<file path="config.mk">
export PLATFORM = sky130hd
export DESIGN_NAME = npc_ifu_fetch
export DESIGN_NICKNAME = d
export VERILOG_FILES = /design/src/rtl/npc_pkg.sv /design/src/rtl/npc_ifu_fetch.sv
export SDC_FILE = /design/constraint.sdc
export NUM_CORES = 1
export LEC_CHECK = 0
export ABC_CLOCK_PERIOD_IN_PS = 4840
export CORE_ASPECT_RATIO = 0.7
export CORE_UTILIZATION = 44
export DETAILED_ROUTE_END_ITERATION = 16
export PLACE_DENSITY = 0.91
export SYNTH_ARGS = -nofsm -noshare
export SYNTH_HDL_FRONTEND = slang
export SYNTH_SLANG_ARGS = --single-unit
</file>
<file path="constraint.sdc">
create_clock -name clk -period 4.84 [get_ports clk]
set_input_delay 0.484 -clock clk [delete_from_list [all_inputs] [get_ports clk]]
set_output_delay 0.484 -clock clk [all_outputs]
set_load 0.02 [all_outputs]
</file>
<file path="src/rtl/npc_pkg.sv">
// rtl/npc_pkg.sv - shared types and constants for the NPC instruction fetch unit
package npc_pkg;

    typedef enum logic [2:0] {
        ST_REQ   = 3'd0,
        ST_WAIT  = 3'd1,
        ST_HOLD  = 3'd2,
        ST_EXEC  = 3'd3,
        ST_FAULT = 3'd4
    } ifu_state_t;

    localparam logic [31:0] RESET_PC_DEFAULT = 32'h8000_0000;
    localparam logic [31:0] INST_NOP         = 32'h0000_0013;
    localparam logic [31:0] EBREAK           = 32'h0010_0073;

    function automatic logic pc_aligned(input logic [31:0] pc_val);
        return pc_val[1:0] == 2'b00;
    endfunction

endpackage

</file>
<file path="src/rtl/npc_ifu_fetch.sv">
// rtl/npc_ifu_fetch.sv - single-outstanding instruction fetch unit feeding the NPC core
module npc_ifu_fetch
    import npc_pkg::*;
#(
    parameter logic [31:0] RESET_PC = RESET_PC_DEFAULT,
    parameter int          CNT_W    = 32
) (
    input  logic             clk,
    input  logic             rst,
    output logic             imem_req_valid,
    input  logic             imem_req_ready,
    output logic [31:0]      imem_req_addr,
    input  logic             imem_rsp_valid,
    input  logic [31:0]      imem_rsp_data,
    input  logic             imem_rsp_err,
    output logic             inst_valid,
    input  logic             inst_ready,
    output logic [31:0]      inst,
    output logic [31:0]      inst_pc,
    input  logic             upd_valid,
    input  logic [31:0]      upd_pc,
    output logic             fetch_fault,
    output logic [CNT_W-1:0] fetch_cnt
);

    ifu_state_t  state;
    ifu_state_t  state_n;
    logic [31:0] pc;
    logic [31:0] pc_n;
    logic        inst_load;
    logic        inst_take;
    logic        upd_apply;

    assign imem_req_addr = pc;

    always_comb begin
        state_n   = state;
        pc_n      = pc;
        inst_load = 1'b0;
        inst_take = 1'b0;
        upd_apply = 1'b0;
        case (state)
            ST_REQ: begin
                if (imem_req_valid && imem_req_ready) begin
                    state_n = ST_WAIT;
                end
            end
            ST_WAIT: begin
                if (imem_rsp_valid) begin
                    if (imem_rsp_err) begin
                        state_n = ST_FAULT;
                    end else begin
                        state_n   = ST_HOLD;
                        inst_load = 1'b1;
                    end
                end
            end
            ST_HOLD: begin
                if (inst_ready) begin
                    inst_take = 1'b1;
                    upd_apply = upd_valid;
                    state_n   = ST_EXEC;
                end
            end
            ST_EXEC: begin
                upd_apply = upd_valid;
            end
            ST_FAULT: begin
                state_n = ST_FAULT;
            end
            default: begin
                state_n = ST_FAULT;
            end
        endcase
        // A misaligned next PC is a fetch fault; the PC keeps its old value.
        if (upd_apply) begin
            if (pc_aligned(upd_pc)) begin
                pc_n    = upd_pc;
                state_n = ST_REQ;
            end else begin
                state_n = ST_FAULT;
            end
        end
    end

    always_ff @(posedge clk or posedge rst) begin
        if (rst) begin
            state          <= ST_REQ;
            pc             <= RESET_PC;
            inst           <= 32'h0;
            inst_pc        <= 32'h0;
            imem_req_valid <= 1'b0;
            inst_valid     <= 1'b0;
            fetch_fault    <= 1'b0;
            fetch_cnt      <= '0;
        end else begin
            state          <= state_n;
            pc             <= pc_n;
            imem_req_valid <= (state_n == ST_REQ);
            inst_valid     <= (state_n == ST_HOLD);
            fetch_fault    <= (state_n == ST_FAULT);
            if (inst_load) begin
                inst    <= imem_rsp_data;
                inst_pc <= pc;
            end
            if (inst_take) begin
                fetch_cnt <= fetch_cnt + CNT_W'(1);
            end
        end
    end

endmodule

</file>
==> impl_metrics.json <==
{
  "run_status": "complete, no violations",
  "cts.clk_slew.worst_paths_ns": 0.05,
  "antenna_found_initial": 0,
  "p_int_uw": 2540,
  "holdPathEnd": "fetch_cnt[31]$_DFFE_PP0P_",
  "clk_path_buf_depth": 2,
  "rows": 33,
  "viasPerCell": 4.94,
  "ioPinCount": 202,
  "power_leakage_uw": 0.00375,
  "netlist-cell-type-count": 38,
  "syn_area_um2": 5430,
  "yosysTopAreaCell": "dfrtp_1",
  "worst_ir_drop_vdd_mv": 0.288,
  "place_congestion": 0.792,
  "post_cts_resized": 0,
  "ys_async_sr_fraction_pct": 100,
  "p_seq_share_pct": 40.3,
  "num_antenna_cells": 0,
  "postCtsSetupBuffers": 0,
  "switchingPower_uw": 917,
  "cts_tree": "yes",
  "die-area_um2": 12800,
  "rsz0062_at_grt": "false",
  "hold_start": "fetch_cnt[31]$_DFFE_PP0P_",
  "crit_fanout": 11,
  "synth_top_area_share_pct": 61.3,
  "routed_wl_mm": 12.1,
  "postCtsHoldBufs": 0,
  "initial_core_util_pct": 45.8,
  "slew_headroom_pct": 19.3,
  "hold_violations": 0,
  "die_h_um": 94.9,
  "setup.worst_path.start": "inst_ready",
  "clock-skew-final_ns": 0.00672,
  "dpl_cell_area_um2": 7510,
  "power.share.switching_pct": 26.6,
  "syn_inst": 353,
  "ctsRootBufferMaster": "clkbuf_16",
  "grt_util_all_layers_pct": 19.9,
  "layout_min_cycle_time_ns": 2.56,
  "overflow": 0,
  "rrSetupSlack_ns": 2.38,
  "final.period_utilization_pct": 52.9,
  "wl_per_cell_um": 16.6,
  "numPortBuffers": 201,
  "setup_viol": 0,
  "hold_depth": 1,
  "ys_top_cells_by_area": "dfrtp_1 (61%), mux2_2 (14%), mux2_4 (7.7%)",
  "ant_nets": 0,
  "htree_levels": 4,
  "final_layout_size_suffix_gt1_share_pct": 23.4,
  "grt_pass1_wl_mm": 19.2,
  "syn2layout_area_growth_pct": 49.0,
  "die-width_um": 135,
  "r2r-end": "fetch_cnt[31]$_DFFE_PP0P_",
  "hold-worst-slack_ns": 0.493,
  "power.combinational.fraction_pct": 23.9,
  "vias": 3605,
  "slew_viol_final": 0,
  "ys_ff_latch": 134,
  "p_clk_share_pct": 35.7,
  "setup.worst_path.class": "in -> reg",
  "drv_cap": 0,
  "grt_pass1_vias": 3677,
  "p_total_uw": 3450,
  "r2r_start": "state[2]$_DFF_PP0_",
  "ys.flop_type": "dfrtp_1",
  "syn_avg_cell_area_um2": 15.4,
  "synth_edf_count": 0,
  "drc": 0,
  "tightest_slew_ns": 1.21,
  "critical_path_arrival_ns": 2.84,
  "ys_warn_count": 0,
  "end_kind": "flip-flop",
  "synth_fp_nets": 425,
  "critical_path_required_ns": 5.12,
  "min_path_type": "reg -> reg",
  "power.density_nw_per_um2": 427,
  "start_kind": "primary input",
  "tns_ns": 0,
  "first_iter_violations": 86,
  "coreArea_um2": 11900,
  "grt_max_degree": 79,
  "ys_seq_area_share_pct": 61.8,
  "place_hpwl_mm": 8.66,
  "rr_worst_depth": 4,
  "cts.sinks": 134,
  "clk_latency_ns": 0.40,
  "dr.pass1.iters": 5,
  "nNetsFinal": 634,
  "fmax_ghz": 0.390,
  "final_cell_area_um2": 8090,
  "cts_buffers": 17
}
-- sequential cells by signal, summed over array words and instances (netlist names) --
signal          flops
fetch_cnt          32
imem_req_addr      32
inst               32
inst_pc            32
state               3
fetch_fault         1
imem_req_valid      1
inst_valid          1
-- cells in the mapped netlist (3+ instances only) --
library cell	n
dfrtp_1	133
mux2_2	66
mux2_4	28
xnor2_1	25
nand2_1	15
nand4_1	13
nand3_1	11
buf_6	6
xor2_1	6
nor2_1	5
and2_1	3
and3_1	3
and4_1	3
inv_1	3
nor3_1	3
-- how the worst max path moves through the flow --
stage	to	slack [ns]	cells past startpoint
3_3_place_gp	imem_req_addr[15]$_DFFE_PP0P_	1.96	4
3_5_place_dp	fetch_cnt[31]$_DFFE_PP0P_	1.88	5
5_1_grt	fetch_cnt[29]$_DFFE_PP0P_	2.07	5
4_1_cts	fetch_cnt[31]$_DFFE_PP0P_	2.29	5
6_report	fetch_cnt[31]$_DFFE_PP0P_	2.28	5
2_1_floorplan	fetch_cnt[0]$_DFFE_PP0P_	0.77	1
-- worst max-delay path: stages --
cell and delay [ns]:
clkdlybuf4s50_1 0.53, nand4bb_1 0.35, nor4_2 1.04, nand4_1 0.23, xnor2_1 0.19
-- power groups by stage --
| stage | clock (uW) | combinational (uW) | sequential, uW |
|---|---|---|---|
| final | 1230 | 826 | 1390 |
| after global routing | 1310 | 868 | 1410 |
| after CTS | 1260 | 838 | 1390 |
| after detailed placement | 0 | 833 | 1410 |
| after global placement | 0 | 816 | 1400 |
| after floorplan | 0 | 185 | 1600 |
-- per-stage QoR --
stage,setup slack (ns),std cells,util [%]
floorplan,0.775,353,-
global placement,1.96,700,63.4
detailed placement,1.88,700,63.4
CTS,2.29,730,68.3
global route,2.07,730,68.3
finish,2.28,730,68.3
-- cell type report --
type                       count  area, um2
clock buffer                  21        470
clock inverter                 9        103
fill                         801       3760
inverter                       3       13.8
multi-input combinational    203       1920
sequential                   134       3350
tap                          157        196
timing repair buffer         203       2030
-- cell families after synthesis --
logic type	Yosys count	synth area share [%]
buf+inv	16	2.79
fa+ha+maj	1	0.230
flops	134	61.8
xor+xnor	31	5.00
compound gates	9	1.24
mux	94	21.4
simple gates	68	7.51
-- metal layers --
layer  GRT usage, %  part of all wire (%)
met5              0                     0
met4           6.74                  0.87
met3           6.60                   7.9
met2           32.2                    48
met1           25.3                    43
-- cell usage in the layout, fill, tap and decap left out, drive strengths merged --
cell,n
and3,3
clkinvlp,3
dfstp,1
clkinv,4
nand2b,1
or4b,1
clkbuf,21
xnor2,25
xor2,6
nand4,13
nor3,3
o211a,1
nand3,11
o21a,1
or4,1
nand4bb,1
a211oi,1
and2,3
dfrtp,133
a21o,1
and4,3
a211o,2
buf,2
bufinv,2
nor3b,1
inv,3
nor2,5
clkdlybuf4s50,201
nor4,4
a21oi,2
ha,1
nand2,15
o21bai,1
mux2,94
or2,2
or3,1
Note: power is estimated with default switching activity, not from simulation.
